$ cat src/rtl/oldest2_issue_queue_pkg.sv
// Shared RCU definitions for the oldest-2 issue queue: sizes, entry layout and
// the head-advance helper used after issue clears.
package oldest2_issue_queue_pkg;

  localparam int DEPTH  = 8;
  localparam int PTR_W  = 3;
  localparam int DATA_W = 32;

  typedef struct packed {
    logic              valid;
    logic              ready;
    logic [DATA_W-1:0] data;
  } entry_t;

  // First valid slot in [head, tail), or tail when that span holds only holes.
  function automatic logic [PTR_W:0] next_head(
    input logic [DEPTH-1:0] valid,
    input logic [PTR_W:0]   head,
    input logic [PTR_W:0]   tail
  );
    logic [PTR_W:0] span;
    logic [PTR_W:0] ptr;
    logic [PTR_W:0] res;
    logic           found;
    span  = tail - head;
    res   = tail;
    found = 1'b0;
    for (int i = 0; i < DEPTH; i++) begin
      ptr = head + (PTR_W+1)'(i);
      if (!found && ((PTR_W+1)'(i) < span) && valid[ptr[PTR_W-1:0]]) begin
        res   = ptr;
        found = 1'b1;
      end
    end
    return res;
  endfunction

endpackage

$ cat src/rtl/oldest2_abitter_bps.sv
// Oldest-2 arbiter: queued requests scanned circularly from the priority pointer,
// then new (bypass) request 0, then 1. Purely combinational, no backpressure.
module oldest2_abitter_bps #(
  parameter int SEL_WIDTH      = 8,
  parameter int PRIORITY_WIDTH = 3
) (
  input  logic [SEL_WIDTH-1:0]      req,
  input  logic [PRIORITY_WIDTH-1:0] prio,
  input  logic [1:0]                new_req,
  output logic [SEL_WIDTH-1:0]      grant,
  output logic [1:0]                grant_new,
  output logic                      first_valid,
  output logic [PRIORITY_WIDTH-1:0] first_idx,
  output logic                      new_grant_first,
  output logic                      first_sel,
  output logic                      second_valid,
  output logic [PRIORITY_WIDTH-1:0] second_idx,
  output logic                      new_grant_second,
  output logic                      second_sel
);

  logic [1:0]                hits;
  logic [PRIORITY_WIDTH-1:0] idx;

  always_comb begin
    grant            = '0;
    grant_new        = '0;
    first_valid      = 1'b0;
    first_idx        = '0;
    new_grant_first  = 1'b0;
    first_sel        = 1'b0;
    second_valid     = 1'b0;
    second_idx       = '0;
    new_grant_second = 1'b0;
    second_sel       = 1'b0;
    hits             = 2'd0;
    idx              = '0;
    for (int k = 0; k < SEL_WIDTH; k++) begin
      idx = prio + PRIORITY_WIDTH'(k);
      if (req[idx] && hits != 2'd2) begin
        grant[idx] = 1'b1;
        if (hits == 2'd0) begin
          first_valid = 1'b1;
          first_idx   = idx;
        end else begin
          second_valid = 1'b1;
          second_idx   = idx;
        end
        hits = hits + 2'd1;
      end
    end
    // sel records which new port won, so the top can route its payload
    for (int n = 0; n < 2; n++) begin
      if (new_req[n] && hits != 2'd2) begin
        grant_new[n] = 1'b1;
        if (hits == 2'd0) begin
          first_valid     = 1'b1;
          new_grant_first = 1'b1;
          first_sel       = 1'(n);
        end else begin
          second_valid     = 1'b1;
          new_grant_second = 1'b1;
          second_sel       = 1'(n);
        end
        hits = hits + 2'd1;
      end
    end
  end

endmodule

$ cat src/rtl/oldest2_issue_queue.sv
// Age-ordered dual-issue queue; each cycle issues the two oldest ready entries, queued or bypassed.
// Latency: bypass 0, queued >=1 cycle; enq_ready_o needs 2 free slots, issue_stall_i withholds all grants.
module oldest2_issue_queue #(
  parameter int DEPTH  = oldest2_issue_queue_pkg::DEPTH,
  parameter int PTR_W  = oldest2_issue_queue_pkg::PTR_W,
  parameter int DATA_W = oldest2_issue_queue_pkg::DATA_W
) (
  input  logic              clk,
  input  logic              rstn,
  input  logic              flush_i,
  input  logic              enq0_valid_i,
  input  logic              enq1_valid_i,
  input  logic              enq0_rdy_i,
  input  logic              enq1_rdy_i,
  input  logic [DATA_W-1:0] enq0_data_i,
  input  logic [DATA_W-1:0] enq1_data_i,
  output logic              enq_ready_o,
  input  logic [DEPTH-1:0]  wake_mask_i,
  input  logic              issue_stall_i,
  output logic              iss0_valid_o,
  output logic              iss1_valid_o,
  output logic [DATA_W-1:0] iss0_data_o,
  output logic [DATA_W-1:0] iss1_data_o,
  output logic              iss0_bypass_o,
  output logic              iss1_bypass_o,
  output logic [PTR_W:0]    count_o
);

  import oldest2_issue_queue_pkg::*;

  entry_t           ent_q [DEPTH];
  entry_t           ent_n [DEPTH];
  logic [PTR_W:0]   head_q, tail_q, head_n, tail_n, wr_ptr, span;
  logic [DEPTH-1:0] req, grant, valid_n;
  logic [1:0]       grant_new;
  logic             mask, acc0, acc1, wr0, wr1;
  logic             g0_valid, g0_new, g0_sel, g1_valid, g1_new, g1_sel;
  logic [PTR_W-1:0] g0_idx, g1_idx;

  assign span        = tail_q - head_q;
  assign count_o     = span;
  assign enq_ready_o = (span <= (PTR_W+1)'(DEPTH-2));

  // Reset is folded in so issue valids fall with rstn even while enqueue inputs are live.
  assign mask = issue_stall_i | flush_i | ~rstn;

  always_comb begin
    req = '0;
    for (int i = 0; i < DEPTH; i++) req[i] = ent_q[i].valid & ent_q[i].ready & ~mask;
  end

  oldest2_abitter_bps #(
    .SEL_WIDTH      (DEPTH),
    .PRIORITY_WIDTH (PTR_W)
  ) u_arb (
    .req              (req),
    .prio             (head_q[PTR_W-1:0]),
    .new_req          ({enq1_valid_i & enq1_rdy_i & enq_ready_o & ~mask,
                        enq0_valid_i & enq0_rdy_i & enq_ready_o & ~mask}),
    .grant            (grant),
    .grant_new        (grant_new),
    .first_valid      (g0_valid),
    .first_idx        (g0_idx),
    .new_grant_first  (g0_new),
    .first_sel        (g0_sel),
    .second_valid     (g1_valid),
    .second_idx       (g1_idx),
    .new_grant_second (g1_new),
    .second_sel       (g1_sel)
  );

  assign iss0_valid_o  = g0_valid;
  assign iss1_valid_o  = g1_valid;
  assign iss0_bypass_o = g0_valid & g0_new;
  assign iss1_bypass_o = g1_valid & g1_new;

  always_comb begin
    iss0_data_o = '0;
    iss1_data_o = '0;
    if (g0_valid) iss0_data_o = g0_new ? (g0_sel ? enq1_data_i : enq0_data_i) : ent_q[g0_idx].data;
    if (g1_valid) iss1_data_o = g1_new ? (g1_sel ? enq1_data_i : enq0_data_i) : ent_q[g1_idx].data;
  end

  assign acc0 = enq0_valid_i & enq_ready_o & ~flush_i;
  assign acc1 = enq1_valid_i & enq_ready_o & ~flush_i;
  assign wr0  = acc0 & ~grant_new[0];
  assign wr1  = acc1 & ~grant_new[1];

  always_comb begin
    ent_n   = ent_q;
    wr_ptr  = tail_q;
    valid_n = '0;
    for (int i = 0; i < DEPTH; i++) begin
      if (ent_q[i].valid && wake_mask_i[i]) ent_n[i].ready = 1'b1;
      if (grant[i]) begin
        ent_n[i].valid = 1'b0;
        ent_n[i].ready = 1'b0;
      end
    end
    if (wr0) begin
      ent_n[wr_ptr[PTR_W-1:0]].valid = 1'b1;
      ent_n[wr_ptr[PTR_W-1:0]].ready = enq0_rdy_i;
      ent_n[wr_ptr[PTR_W-1:0]].data  = enq0_data_i;
      wr_ptr = wr_ptr + 1'b1;
    end
    if (wr1) begin
      ent_n[wr_ptr[PTR_W-1:0]].valid = 1'b1;
      ent_n[wr_ptr[PTR_W-1:0]].ready = enq1_rdy_i;
      ent_n[wr_ptr[PTR_W-1:0]].data  = enq1_data_i;
      wr_ptr = wr_ptr + 1'b1;
    end
    tail_n = wr_ptr;
    for (int i = 0; i < DEPTH; i++) valid_n[i] = ent_n[i].valid;
    head_n = next_head(valid_n, head_q, tail_n);
    if (flush_i) begin
      for (int i = 0; i < DEPTH; i++) begin
        ent_n[i].valid = 1'b0;
        ent_n[i].ready = 1'b0;
      end
      head_n = '0;
      tail_n = '0;
    end
  end

  always_ff @(posedge clk or negedge rstn) begin
    if (!rstn) begin
      head_q <= '0;
      tail_q <= '0;
      for (int i = 0; i < DEPTH; i++) ent_q[i] <= '0;
    end else begin
      head_q <= head_n;
      tail_q <= tail_n;
      for (int i = 0; i < DEPTH; i++) ent_q[i] <= ent_n[i];
    end
  end

endmodule
$ cat config.mk
export PLATFORM = sky130hd
export DESIGN_NAME = oldest2_issue_queue
export DESIGN_NICKNAME = d
export VERILOG_FILES = /design/src/rtl/oldest2_issue_queue_pkg.sv /design/src/rtl/oldest2_abitter_bps.sv /design/src/rtl/oldest2_issue_queue.sv
export SDC_FILE = /design/constraint.sdc
export NUM_CORES = 1
export LEC_CHECK = 0
export BUFFER_PORTS_ARGS = -buffer_cell sky130_fd_sc_hd__buf_2
export CAP_MARGIN = 20
export CORE_MARGIN = 2
export CORE_UTILIZATION = 60
export DETAILED_ROUTE_END_ITERATION = 16
export PLACE_DENSITY = 0.85
export REMOVE_ABC_BUFFERS = 1
export SYNTH_ARGS = -nofsm -noshare
export SYNTH_HDL_FRONTEND = slang
export SYNTH_SLANG_ARGS = --single-unit
$ cat constraint.sdc
create_clock -name clk -period 23.3 [get_ports clk]
set_input_delay 1.165 -clock clk [delete_from_list [all_inputs] [get_ports clk]]
set_output_delay 1.165 -clock clk [all_outputs]
set_load 0.02 [all_outputs]
==> Word-level counts from Yosys, hierarchy flattened <==
Index checks and enable logic that the tools add are counted.
{ "word_totals": {"register_bits": 280, "in_bits": 80, "output_inout_bits": 73, "wordCells": 426} }
{ "op_classes": {"addsub": 26, "magnitude_cmp": 38, "n_eq_ne": 10, "muxes": 220, "bitwise": 48, "n_reduce_logical": 58} }
{ "op_table": {"columns": ["op", "n"], "rows": [
  ["bitwise mux 272 bit", 6],
  ["demux 34 bit (select 3 bit)", 6],
  ["2-to-1 mux 272 bit", 2],
  ["2-to-1 mux 32 bit", 12],
  ["binary-select mux 34 bit (select 3 bit)", 2],
  ["2-to-1 mux 1 bit", 91],
  ["2-to-1 mux 3 bit", 29],
  ["2-to-1 mux 34 bit", 2],
  ["2-to-1 mux 33 bit", 2],
  ["2-to-1 mux 8 bit", 8],
  ["less-than comparator 3 x 4 -> 1 bit, second input constant", 15],
  ["bitwise OR 8 bit", 7],
  ["binary-select mux 1 bit (select 3 bit)", 16],
  ["2-to-1 mux 2 bit", 24],
  ["2-to-1 mux 4 bit", 12],
  ["logical AND 1 bit", 42],
  ["bitwise AND 1 bit", 30],
  ["demux 1 bit (select 3 bit)", 8],
  [">= comparator 3 x 1 -> 1 bit, second input constant", 8],
  ["logical NOT 2 bit", 9],
  ["adder 4 x 3 -> 4 bit, second input constant", 4],
  [">= comparator 4 bit, second input constant", 4],
  ["less-than comparator 3 x 4 -> 1 bit, first input constant", 4],
  ["inequality test 2 bit, second input constant", 8],
  ["18 further kinds", 49]
]} }

==> Logic depth before layout (Yosys ltp) <==
{ "depth": {"ltp_word": 76, "mapped_depth": 55, "mapped_depth_nobuf": 48} }

==> Hierarchy <==
Synthesis repeated with hierarchy kept, for this count alone.
{ "hier_totals": {"cells_unflattened": 2349, "hier_area_um2": 22788.1} }
{ "by_module_without_submodules": {"columns": ["module", "n_inst", "cells_each", "area_each_um2"], "rows": [
  ["oldest2_issue_queue", 1, 2037, 20424.6],
  ["oldest2_abitter_bps", 1, 312, 2363.5]
]} }

==> Worst setup path after synthesis <==
OpenSTA, ideal clock, no wires.
{ "synth_path": {"kind": "register -> register", "from": "register head_q[0]", "to": "register head_q[3]", "setup_time_ps": 99, "arrival_time_ps": 12316, "slack_ps": 10884, "stages_incl_launch_ff": 54, "n_path_buf": 6, "synth_period_minus_slack_ps": 12416, "cell_sequence": "dfrtp_1 buf_4 inv_1 clkbuf_1 clkbuf_1 clkbuf_1 ha_1 or2_1 buf_2 o32a_1 mux4_2 buf_6 inv_4 ha_1 nor4_2 a32oi_2 a21oi_1 or2_2 [18 not listed] nor4_1 xnor2_1 xor2_1 nor2_1 nor3b_1 nand2_1 xnor2_1 inv_1 ha_1 a21oi_1 xnor2_1 xnor3_2 nand2_1 o32ai_2 nand4_2 o41ai_2 a221oi_1 a311oi_1"} }
{ "synth_via": {"elab_chain_len": 72, "word_cells_on_any_way": 227} }
{ "synth_rtl": {"columns": ["item", "line", "rtl"], "rows": [
  ["from (decl)", "oldest2_issue_queue.sv:33", "logic [PTR_W:0] head_q, tail_q, head_n, tail_n, wr_ptr, span;"],
  ["from (signal assigned)", "oldest2_issue_queue.sv:131", "head_q <= head_n;"],
  ["parallel branches: the longest is 72 deep, another holds adder 3 x 1 -> 3 bit", null, null]
]} }
Several ways; the timed one is not identified. The select of a mux whose other input is x is not followed.
A chain may end at the register's enable or synchronous reset.

==> Final worst setup path <==
{ "layout_path": {"from": "input rstn", "to": "register head_q[3]"} }
{ "layout_via": {"elab_chain_len": 76, "word_cells_on_any_way": 176} }
{ "layout_rtl": {"columns": ["item", "line", "rtl"], "rows": [
  ["from (decl)", "oldest2_issue_queue.sv:9", "input logic rstn,"],
  ["NOT 1 bit (*)", "oldest2_issue_queue.sv:45", "assign mask = issue_stall_i | flush_i | ~rstn;"],
  ["bitwise OR 1 bit (*)", "oldest2_issue_queue.sv:45", null],
  ["NOT 1 bit (*)", "oldest2_issue_queue.sv:49, oldest2_issue_queue.sv:58, oldest2_issue_queue.sv:59", null],
  ["parallel branches: the longest is 73 deep, another holds adder 2 x 1 -> 2 bit", null, null]
]} }
Every way passes the cells marked *. The select of a mux whose other input is x is not followed.

==> reports/qor.txt <==
Post-synth top flop: dfrtp_1
post-DP HPWL: 48.86 mm
number of synthesized register bits: 280
synthesis warning total: 0
Clock Sinks: 280
skew final: 0.02006 ns
f_max: 0.06558 GHz
outcome: finished, final reports clean
sequential cell area fraction in the yosys report: 30.66%
mux cell area share after synthesis: 29.83%
Rel. slew slack: 20.61%
Die H: 199.1 µm
FF-to-FF Start: head_q[0]
total grt overflow: 0
CP Data Arrival Time: 15.75 ns
Synth cell types: 100
Max Slew Vio Count: 0
Residual DRC: 0
largest family of logic cells by synthesized area: multiplexers
Synth Area in Adders: 1.654%
# setup viols final: 0
cell area after synthesis: 0.02285 mm²
via-per-instance ratio: 7.037
routed wire length: 81.25 mm
Hold WC Path Type: input port to asynchronous set/reset pin
antenna violations before repair: 2
VDD IR max: 114.5 µV
CP endpoint kind: flop
Top Family by Delay on Critical Path: simple AND/OR/NAND/NOR gates
Synth Area in Simple Gates: 14.22%
Setup TNS: 0 ns
WP data required: 23.80 ns
Post-CTS Hold Buffers: 0
post-synthesis xor/xnor area fraction: 0.8980%
Cells after Synth: 2596
Fin. Hold Viols: 0
static leakage: 11.28 nW
Die Wd: 199.1 µm
Post-CTS Setup Inserts: 0
CTS buffer count: 31
area delta synth->final: 9.506%
Slowest-stage cell, CP: buf_4
number of nets with antenna violations after routing: 0
I/O Pins: 153
R2R depth: 47
clk root buf: clkbuf_16
Tcrit/Tclk final: 65.45%
Buf/Inv on CP: 6
launching element type of the critical path: input port
ys async rst share: 100.0%
core area: 0.03758 mm²
most frequent cells in the layout: mux2i_1, nand2_1, o21ai_0, dfrtp_1, buf_2
max-cap violations: 0
Pwr Total: 2.935 mW
Tmin final: 15.25 ns
number of global-route vias before repair: 21.64k
Crit path top cell by count: ha_1
Syn Area/Cell: 8.802 µm²
number of synthesized flops with an enable pin: 0
Die Footprint: 0.03966 mm²
reg2reg end: head_q[3]
Pre-antenna DRT Iters: 8
All-Layer GR Usage: 40.65%
kind of critical path: input port to flop
slowest cell delay on critical path: 0.84 ns
CTS tree: built
Final GP Congestion: 1.006
Clock Tree Buf Depth: 3
initial core utilization: 60.81%
vias: 21.87k
post-synthesis compound-gate area fraction: 17.83%
RSZ-0062 raised after global routing: no
commonest non-fill, non-tap cell in the layout: mux2i_1
routed len/inst: 26.14 µm
Pwr Density: 117.3 mW/mm²
Slew @ Worst Pin: 1.191 ns
reg2reg setup slack: 8.97 ns
worst-path maximum fanout: 75
largest net degree at the start of global routing: 76
nets: 2680
DR iter-0 viols: 2929
first-pass GRT wire length: 123.9 mm
share of cells above drive strength 1: 15.45%
CTS HTree Levels: 1
CTS resizes: 0
Reg clk slew, reported paths: 0.07 ns
IO buf count: 152
Row Count: 71
insertion delay to the later sink of the worst-skew pair: 0.59 ns
-- report_power, final --
part	total (mW)	switching [mW]	internal, mW
combinational	1.66	1.03	0.635
clock	0.572	0.220	0.352
sequential	0.702	0.101	0.600
-- cell usage after synthesis, drive strengths merged, types with 8 or more instances --
library cell,number,area (µm²)
mux2i,520,5205
nand2,430,1614
o21ai,284,1421
dfrtp,280,7007
clkbuf,175,656.9
nor2,149,559.3
a21oi,91,485.5
buf,83,359.1
mux4,69,1554
a211oi,50,390.4
a21o,44,330.3
nand3,35,175.2
nor3,32,160.2
ha,27,337.8
inv,26,100.1
o22ai,26,175.2
o211ai,16,138.9
a31oi,15,100.1
and2,14,90.09
and3,14,87.58
or2,13,81.33
xnor2,13,121.4
o32ai,12,112.6
nor4,10,68.81
o31ai,9,77.57
nand2b,8,50.05
nand4b,8,70.07
o22a,8,70.07
or3,8,50.05
-- layer usage --
| layer | global-route usage [%] | up-vias | routed length [µm] |
|---|---|---|---|
| met1 | 52.94 | 10463 | 30090 |
| met4 | 23.85 | 0 | 4846 |
| li1 | - | 9379 | - |
| met3 | 9.097 | 390 | 9912 |
| met5 | 0 | - | 0 |
| met2 | 62.40 | 1640 | 36400 |
-- worst reg2reg max path, delay by kind of cell, from the launching register on --
| kind | cells | cell delay (ns) |
|---|---|---|
| AOI/OAI and AO/OA | 11 | 3.67 |
| xor gates and xnor gates | 6 | 1.92 |
| adders and majority gates | 8 | 2.21 |
| buffers and inverters | 5 | 1.16 |
| DFF | 1 | 0.70 |
| muxes | 1 | 0.42 |
| and+or+nand+nor | 16 | 4.14 |
-- kinds of logic (layout without fill, tap and decap cells) --
family          after synthesis  after routing
compound gates              637            637
xor+xnor                     20             20
fa+ha+maj                    29             29
buf+inv                     285            284
flops                       280            280
mux                         594            594
other cells                   0              2
simple gates                751            751
-- registers in the layout (all words and copies together) (netlist names) --
register  count
head_q        4
tail_q        4
ent_q       272
-- final cells by class --
type	count	area, µm²
clock buffers	39	865.8
well taps	511	639.4
fillers	2901	12560
clock inverters	18	316.6
diodes	2	5.005
multi-input cells	2031	14930
repair buffers	200	1156
flip-flops and latches	280	7007
inverters	27	103.9
-- per-stage QoR --
| stage | instances | hold WS (ns) | worst slack [ns] | cell area [µm²] | util (%) |
|---|---|---|---|---|---|
| after CTS | 3104 | 0.5621 | 8.395 | 24980 | 66.47 |
| final | 3108 | 0.5419 | 8.051 | 25020 | 66.59 |
| after floorplan | 2338 | 0.5460 | 6.930 | 21830 | - |
| after detailed placement | 3047 | 0.5769 | 7.884 | 23790 | 63.32 |
| after global routing | 3107 | 0.5859 | 7.081 | 25020 | 66.58 |
| after global placement | 3047 | 0.5648 | 8.419 | 23790 | 63.32 |
-- worst max path at each step --
stage | endpoint | from | cells past startpoint
after floorplan | iss0_data_o[24] | head_q[0] | 34
after detailed placement | head_q[3] | rstn | 48
after CTS | head_q[3] | rstn | 48
after global placement | head_q[3] | rstn | 48
final | head_q[3] | rstn | 48
after global routing | head_q[3] | rstn | 48
Note: power is estimated with default switching activity, not from simulation.
